[src/rtl/voice_slot_pkg.sv]
// rtl/voice_slot_pkg.sv - shared constants and types for the voice slot scheduler
package voice_slot_pkg;

  localparam int NUM_SLOTS = 16;
  localparam int DATA_W    = 59;

  typedef enum logic [1:0] {
    IDLE = 2'd0,
    HACK = 2'd1,
    RD   = 2'd2,
    WR   = 2'd3
  } state_t;

  typedef logic [3:0] slot_t;

endpackage

[src/rtl/voice_slot_sched.sv]
// rtl/voice_slot_sched.sv - per-voice state RAM sweep scheduler with host port; VOICE_MASK_EN adds per-slot update mask
module voice_slot_sched
  import voice_slot_pkg::*;
#(
  parameter int NUM_SLOTS = voice_slot_pkg::NUM_SLOTS,
  parameter int DATA_W    = voice_slot_pkg::DATA_W
) (
  input  logic              i_clk,
  input  logic              i_rst_n,
  input  logic              i_sample_stb,
  output logic [3:0]        o_ram_addr,
  output logic [DATA_W-1:0] o_ram_din,
  input  logic [DATA_W-1:0] i_ram_dout,
  output logic [DATA_W-1:0] o_upd_cur,
  output logic [3:0]        o_upd_slot,
  output logic              o_upd_stb,
  input  logic [DATA_W-1:0] i_upd_next,
  input  logic              i_host_req,
  input  logic              i_host_we,
  input  logic [3:0]        i_host_slot,
  input  logic [DATA_W-1:0] i_host_wdata,
  output logic              o_host_ack,
  output logic [DATA_W-1:0] o_host_rdata,
  output logic              o_busy,
  output logic              o_frame_done,
  output logic              o_overrun,
  input  logic              i_overrun_clr
`ifdef VOICE_MASK_EN
  ,
  input  logic [15:0]       i_slot_active
`endif
);

  localparam slot_t LAST_SLOT = slot_t'(NUM_SLOTS - 1);

  state_t            r_state;
  state_t            w_state_nxt;
  slot_t             r_slot;
  slot_t             w_slot_nxt;
  logic              r_pend;
  logic              w_pend_nxt;
  logic [DATA_W-1:0] r_upd_cur;
  slot_t             r_upd_slot;
  logic [DATA_W-1:0] r_host_rdata;
  logic              r_frame_done;
  logic              r_overrun;

  logic              w_go;
  logic              w_host_grant;
  logic              w_slot_on;
  logic              w_ovr_evt;

  // A deferred request (r_pend) starts a sweep exactly like a live strobe.
  // No present path sets it, so it only ever clears; the start logic honours it.
  assign w_go = i_sample_stb | r_pend;

  // Host is served only from IDLE with no sweep waiting; held off during reset
  // so the RAM keeps rewriting its own output at the slot address.
  assign w_host_grant = (r_state == IDLE) & ~w_go & i_host_req & i_rst_n;

  // Strobes landing in HACK or IDLE start a sweep; only RD/WR count as busy.
  assign w_ovr_evt = i_sample_stb & o_busy;

`ifdef VOICE_MASK_EN
  assign w_slot_on = i_slot_active[r_slot];
`else
  assign w_slot_on = 1'b1;
`endif

  // Next-state logic and the RAM port mux; default is a hold-write of ram_dout.
  always_comb begin
    w_state_nxt = r_state;
    w_slot_nxt  = r_slot;
    w_pend_nxt  = r_pend;
    o_ram_addr  = r_slot;
    o_ram_din   = i_ram_dout;
    o_upd_stb   = 1'b0;
    case (r_state)
      IDLE: begin
        if (w_go) begin
          w_state_nxt = RD;
          w_slot_nxt  = '0;
          w_pend_nxt  = 1'b0;
        end else if (w_host_grant) begin
          o_ram_addr  = i_host_slot;
          o_ram_din   = i_host_we ? i_host_wdata : i_ram_dout;
          w_state_nxt = HACK;
        end
      end
      HACK: begin
        if (w_go) begin
          w_state_nxt = RD;
          w_slot_nxt  = '0;
          w_pend_nxt  = 1'b0;
        end else begin
          w_state_nxt = IDLE;
        end
      end
      RD: begin
        w_state_nxt = WR;
      end
      WR: begin
        if (w_slot_on) begin
          o_ram_din = i_upd_next;
          o_upd_stb = 1'b1;
        end else begin
          o_ram_din = r_upd_cur;
        end
        if (r_slot == LAST_SLOT) begin
          w_state_nxt = IDLE;
          w_slot_nxt  = '0;
        end else begin
          w_state_nxt = RD;
          w_slot_nxt  = r_slot + slot_t'(1);
        end
      end
      default: begin
        w_state_nxt = IDLE;
        w_slot_nxt  = '0;
      end
    endcase
  end

  // FSM state, slot counter and deferred-request flag.
  always_ff @(posedge i_clk or negedge i_rst_n) begin
    if (!i_rst_n) begin
      r_state <= IDLE;
      r_slot  <= '0;
      r_pend  <= 1'b0;
    end else begin
      r_state <= w_state_nxt;
      r_slot  <= w_slot_nxt;
      r_pend  <= w_pend_nxt;
    end
  end

  // Capture of slot state for the engine, host read-before-write data and frame pulse.
  always_ff @(posedge i_clk or negedge i_rst_n) begin
    if (!i_rst_n) begin
      r_upd_cur    <= '0;
      r_upd_slot   <= '0;
      r_host_rdata <= '0;
      r_frame_done <= 1'b0;
    end else begin
      if (r_state == RD) begin
        r_upd_cur  <= i_ram_dout;
        r_upd_slot <= r_slot;
      end
      if (w_host_grant) begin
        r_host_rdata <= i_ram_dout;
      end
      r_frame_done <= (r_state == WR) && (r_slot == LAST_SLOT);
    end
  end

  // Sticky overrun; a new event in the same cycle as the clear wins.
  always_ff @(posedge i_clk or negedge i_rst_n) begin
    if (!i_rst_n) begin
      r_overrun <= 1'b0;
    end else begin
      r_overrun <= w_ovr_evt | (r_overrun & ~i_overrun_clr);
    end
  end

  assign o_upd_cur    = r_upd_cur;
  assign o_upd_slot   = r_upd_slot;
  assign o_host_ack   = (r_state == HACK);
  assign o_host_rdata = r_host_rdata;
  assign o_busy       = (r_state == RD) || (r_state == WR);
  assign o_frame_done = r_frame_done;
  assign o_overrun    = r_overrun;

endmodule
[config.mk]
export PLATFORM = sky130hd
export DESIGN_NAME = voice_slot_sched
export DESIGN_NICKNAME = d
export VERILOG_FILES = /design/src/rtl/voice_slot_pkg.sv /design/src/rtl/voice_slot_sched.sv
export SDC_FILE = /design/constraint.sdc
export NUM_CORES = 1
export LEC_CHECK = 0
export CAP_MARGIN = 10
export CORE_AREA = 5 5 143 145
export DETAILED_ROUTE_END_ITERATION = 7
export DIE_AREA = 0 0 148 150
export PLACE_DENSITY = 0.7
export SLEW_MARGIN = 10
export SYNTH_ARGS = -nofsm -noshare
export SYNTH_HDL_FRONTEND = slang
export SYNTH_SLANG_ARGS = --single-unit
[constraint.sdc]
create_clock -name i_clk -period 2.6 [get_ports i_clk]
set_input_delay 0.52 -clock i_clk [delete_from_list [all_inputs] [get_ports i_clk]]
set_output_delay 0.52 -clock i_clk [all_outputs]
set_load 0.02 [all_outputs]
# [Word-level counts from Yosys, hierarchy flattened]
# Index checks and enable logic that the tools add are counted.
[classes] addsub=1 n_eq_ne=6 muxes=16 bitwise=8 n_reduce_logical=6
[ops] op="$mux 59" count=3
[ops] op="$pmux 59 s2" count=1
[ops] op="$mux 4" count=5
[ops] op="$mux 2" count=4
[ops] op="$pmux 2 s4" count=1
[ops] op="$pmux 4 s2" count=1
[ops] op="$and 1x1->1" count=5
[ops] op="$add 4x1->4 const B" count=1
[ops] op="$eq 2x2->1 const B" count=2
[ops] op="$eq 4x4->1 const B" count=1
[ops] op="$ne 3x3->1 const B" count=1
[ops] op="$eq 2x1->1 const B" count=1
[ops] op="$logic_not 2->1" count=1
[ops] op="$ne 2x1->1 const B" count=1
[ops] op="$not 1->1" count=2
[ops] op="$reduce_and 2->1" count=1
[ops] op="$reduce_bool 2->1" count=1
[ops] op="$reduce_or 2->1" count=1
[ops] op="$logic_and 1x1->1" count=1
[ops] op="$logic_or 1x1->1" count=1
[ops] op="$mux 1" count=1
[ops] op="$or 1x1->1" count=1
[word_totals] regBits=130 input_bits=187 output_inout_bits=190 elab_cells=44

# [Longest topological paths before layout]
# Gate-level depths: netlist of the first run.
[logic_depth] word_depth=7 depth_mapped=8 depth_no_buf=5

# [Worst setup path before layout of the first run]
# OpenSTA, ideal clock, no wires.
[synth_timing] path_kind="reg2out" startpoint="register r_state[1]" endpoint="output o_ram_din[23]" arrival_time_ns=1.767 path_slack_ns=0.313 path_stages_with_launch=9 n_path_buf=3 cell_sequence="dfrtp_1 inv_1 ha_1 and4b_1 buf_6 buf_6 buf_8 a32oi_1 o2bb2ai_1"
[synth_between] elab_chain_cells=7 elab_cells_between_ends=8 classes_between="eq/ne (1); mux (3); bitwise (3); reduce/logical (1)"
[synth_rtl] element="start, declared" line="voice_slot_sched.sv:36" source="state_t r_state;"
[synth_rtl] element="start signal, assigned" line="voice_slot_sched.sv:131" source="r_state <= w_state_nxt;"
[synth_rtl] element="$logic_not 2->1" line="voice_slot_sched.sv:59, voice_slot_sched.sv:78"
[synth_rtl] element="$and 1x1->1 (3 in a row)" line="voice_slot_sched.sv:59" source="assign w_host_grant = (r_state == IDLE) & ~w_go & i_host_req & i_rst_n;"
[synth_rtl] element="$mux 59" line="voice_slot_sched.sv:84" source="end else if (w_host_grant) begin"
[synth_rtl] element="$mux 59" line="voice_slot_sched.sv:80" source="if (w_go) begin"
[synth_rtl] element="$pmux 59 s2 (*)" line="voice_slot_sched.sv:78" source="case (r_state)"
[synth_rtl] element="end, declared" line="voice_slot_sched.sv:12" source="output logic [DATA_W-1:0] o_ram_din,"
# Every way passes the cells marked *; elsewhere a longest branch is shown, timed or not.

# [Worst setup path in the final report of the first run]
[layout_timing] startpoint="register r_state[0]" endpoint="output o_ram_din[27]"
# The elaborated chain is that of the path after synthesis.

==> results of run 1 <==
==> routing by layer <==
layer  vias to the layer above  GRT usage (%)  part of all wire [%]
li1                       2679              -                     -
met1                      3020           26.4                    38
met2                       272           39.8                    52
met3                        45           7.36                   7.7
met4                         2           7.67                   2.5
met5                         -           1.59                  0.18
==> report_power, final <==
part / leakage [nW] / switching [mW] / internal (mW) / total, mW
clock: 0.307 / 0.927 / 1.64 / 2.57
combinational: 2.86 / 5.02 / 4.66 / 9.68
sequential: 1.57 / 0.531 / 3.01 / 3.54
total: 4.74 / 6.48 / 9.31 / 15.8
==> sequential cells by signal, summed over array words and instances, names as in the netlist <==
signal,cells
r_state,2
o_frame_done,1
r_slot,4
o_host_rdata,59
o_upd_cur,59
o_overrun,1
o_upd_slot,4
==> worst max-delay path, cell delays in order, from the launching register on <==
cell and delay (ns):
dfrtp_1 0.40, inv_2 0.09, ha_4 0.13, and4b_4 0.27
buf_12 0.14, buf_12 0.12, buf_16 0.13, a32oi_1 0.12
o2bb2ai_1 0.20, buf_4 0.17
==> cell families (layout without fill, tap and decap cells) <==
kind of cell	Yosys count	in the layout	share of synthesized area [%]
and+or+nand+nor	17	17	1.53
AOI/OAI and AO/OA	131	131	17.7
buffers and inverters	54	479	4.60
muxes	128	128	23.3
DFF	130	130	51.6
adders and majority gates	6	6	1.19
==> stage by stage <==
stage               power, mW  hold slack, ns
finish                   15.8           0.370
global route             16.6           0.436
CTS                      15.5           0.378
detailed placement       13.1           0.494
global placement         12.9           0.490
floorplan                8.36           0.224
==> area by class of cell <==
cell class,instances,area share (%)
Sequential cell,130,28.0
Multi-Input combinational cell,282,25.5
Tap cell,238,2.57
Clock inverter,14,1.74
Inverter,6,0.194
Clock buffer,18,3.79
Timing Repair Buffer,441,38.2
==> how the worst max path moves through the flow <==
stage                          to  slack [ns]                   start  cells after the start
floorplan           o_ram_din[23]        0.31  r_state[1]$_DFFE_PN0P_                      8
global placement    o_ram_din[11]       -0.51            i_sample_stb                      6
detailed placement   o_ram_din[5]       -0.54            i_sample_stb                      6
CTS                 o_ram_din[21]       -0.16  r_state[1]$_DFFE_PN0P_                      8
global route        o_ram_din[27]       -0.18  r_state[0]$_DFFE_PN0P_                      9
finish              o_ram_din[27]       -0.12  r_state[0]$_DFFE_PN0P_                      9
==> placed cells by master, fill, tap and decap left out, types with 3 or more instances in the layout <==
| cell type | n |
|---|---|
| a22o_1 | 3 |
| a32oi_1 | 45 |
| a32oi_2 | 14 |
| buf_12 | 9 |
| buf_16 | 6 |
| buf_4 | 93 |
| buf_6 | 17 |
| bufinv_16 | 4 |
| clkbuf_16 | 18 |
| clkdlybuf4s50_1 | 308 |
| clkinv_4 | 4 |
| dfrtp_1 | 130 |
| ha_1 | 3 |
| inv_1 | 4 |
| inv_6 | 3 |
| mux2_2 | 116 |
| mux2_4 | 9 |
| mux2i_1 | 3 |
| nand2_1 | 6 |
| o21ai_0 | 4 |
| o2bb2ai_1 | 50 |
| o2bb2ai_2 | 9 |
==> what timing repair did <==
item / in CTS / in global routing
resized for setup: 304 / 69
pin swaps: 39 / 38
setup buffers: 16 / 4
gates cloned: 7 / 1
setup endpoints to repair: 64 / 64
==> flow_metrics.py, run 1 <==
metrics = {
    "outcome": {
        "status": "finished, violations left",
        "violations": "negative setup slack",
    },
    "clock_tree": {
        "cts_tree": "done",
        "cts.root.buffer_cell": "clkbuf_16",
        "clk-insertion-delay-late_ns": 0.41,
        "clockBufferDepth": 2,
        "clk_pin_slew_worst_paths_ns": 0.06,
        "htree_num_levels": 4,
        "holdBufCountCts": 0,
        "cts_sinks": 130,
        "cts_inserted_buffers": 17,
    },
    "final_layout": {
        "fin_cells": 1129,
        "fin_nets": 1071,
        "diodes": 0,
        "fin_util_pct": 60.8,
        "post_route_cells_drive_above_1_share_pct": 35.9,
        "area_growth_pct": 84.0,
        "finish.instance_area_sq_um": 11600,
        "multi_input_area_sq_um": 2960,
        "seq_area_sq_um": 3250,
        "fillers": 1510,
    },
    "die": {
        "start_util_pct": 33.0,
        "ios": 377,
        "die_area_sq_um": 22200,
        "die_w_um": 148,
        "dieHeight_um": 150,
        "fp-row-count": 51,
        "fp.coreArea_sq_um": 19100,
    },
    "synthesis": {
        "avgSynthCellArea_sq_um": 13.5,
        "async_flop_share_pct": 100,
        "synth_ff_type": "dfrtp_1",
        "synth.area.top_cells": "dfrtp_1 (52%), mux2_2 (21%), a32oi_1 (8.2%)",
        "yosysTopAreaCell": "dfrtp_1",
        "synth_warnings": 0,
        "ys_seq_elements": 130,
        "syn-cell-area_sq_um": 6300,
        "ys_types": 30,
        "yosysMostFrequentCell": "dfrtp_1",
        "synth.top_cell.area_share_pct": 51.6,
        "synth_edf_count": 0,
        "synthCells": 466,
        "syn_nets": 659,
        "synthTopCellsByCount": "dfrtp_1 (130), mux2_2 (116), a32oi_1 (59), o2bb2ai_1 (59), clkbuf_1 (25)",
        "seq_area_frac_synth_pct": 51.6,
    },
    "grt": {
        "antenna_found_initial": 0,
        "grt_pass1_wl_mm": 38.7,
        "grt.total_usage_pct": 22.8,
        "grt-ovfl-total": 0,
        "grt_pass1_vias": 6475,
        "grt_max_degree": 71,
    },
    "power": {
        "peakVddDrop_mv": 0.791,
        "p_per_area_nw_per_um2": 1360,
        "cellLeakagePower_nw": 4.74,
    },
    "placed_design": {
        "dpl-instance-area_sq_um": 10500,
        "io_buffers": 376,
        "placed_cells": 1070,
        "gp_congestion": 0.864,
        "dp_hpwl_mm": 18.5,
        "pre_cts_slack_ns": -0.539,
    },
    "setup_path": {
        "crit_path_start_kind": "flip-flop",
        "r2r_cells": 6,
        "crit_type": "reg -> out",
        "path_max_fanout": 8,
        "cp.arrival_ns": 2.20,
        "worstPathRequired_ns": 2.08,
        "r2r_start": "r_state[0]$_DFFE_PN0P_",
        "rrSetupSlack_ns": 0.46,
        "cp-end-kind": "output pin",
        "reg2reg_to": "o_upd_cur[33]$_DFFE_PN0P_",
    },
    "flow_run": {
        "max_cap_violations": 0,
    },
    "drt": {
        "ant_nets": 0,
        "wl_mm": 26.2,
        "drt_iter0_drc": 278,
        "vias_per_cell": 5.33,
        "drc": 0,
        "vias": 6018,
        "firstDrtPassIters": 4,
        "avgRoutedWirePerCell_um": 23.2,
    },
    "min_path": {
        "min_path_type": "in -> async",
    },
    "timing": {
        "fmax_ghz": 0.368,
        "hold_viol_final": 0,
        "final-max-slew-violation-count": 0,
        "grt_setup_unrepaired": "true",
        "fin_setup_tns_ns": -1.20,
        "skew_ns": 0.00616,
        "setup_viol": 29,
        "slew_headroom_pct": 37.3,
        "finalCriticalPeriod_ns": 2.72,
        "post-route-period-util_pct": 104,
        "finalWorstSetupSlack_ns": -0.116,
        "worst_slew_pin_slew_ns": 0.940,
    },
}
(Power assumes the default switching activity.)
==> inputs of run 2 (changes only) <==
--- a/config.mk
+++ b/config.mk
@@ -7,10 +7,10 @@
 export LEC_CHECK = 0
 export CAP_MARGIN = 10
 export CORE_AREA = 5 5 143 145
+export CTS_CLUSTER_SIZE = 8
 export DETAILED_ROUTE_END_ITERATION = 7
 export DIE_AREA = 0 0 148 150
 export PLACE_DENSITY = 0.7
-export SLEW_MARGIN = 10
 export SYNTH_ARGS = -nofsm -noshare
 export SYNTH_HDL_FRONTEND = slang
 export SYNTH_SLANG_ARGS = --single-unit
==> results of run 2 <==
Same layout as run 1: the final DEF is identical, and so are final timing and power.
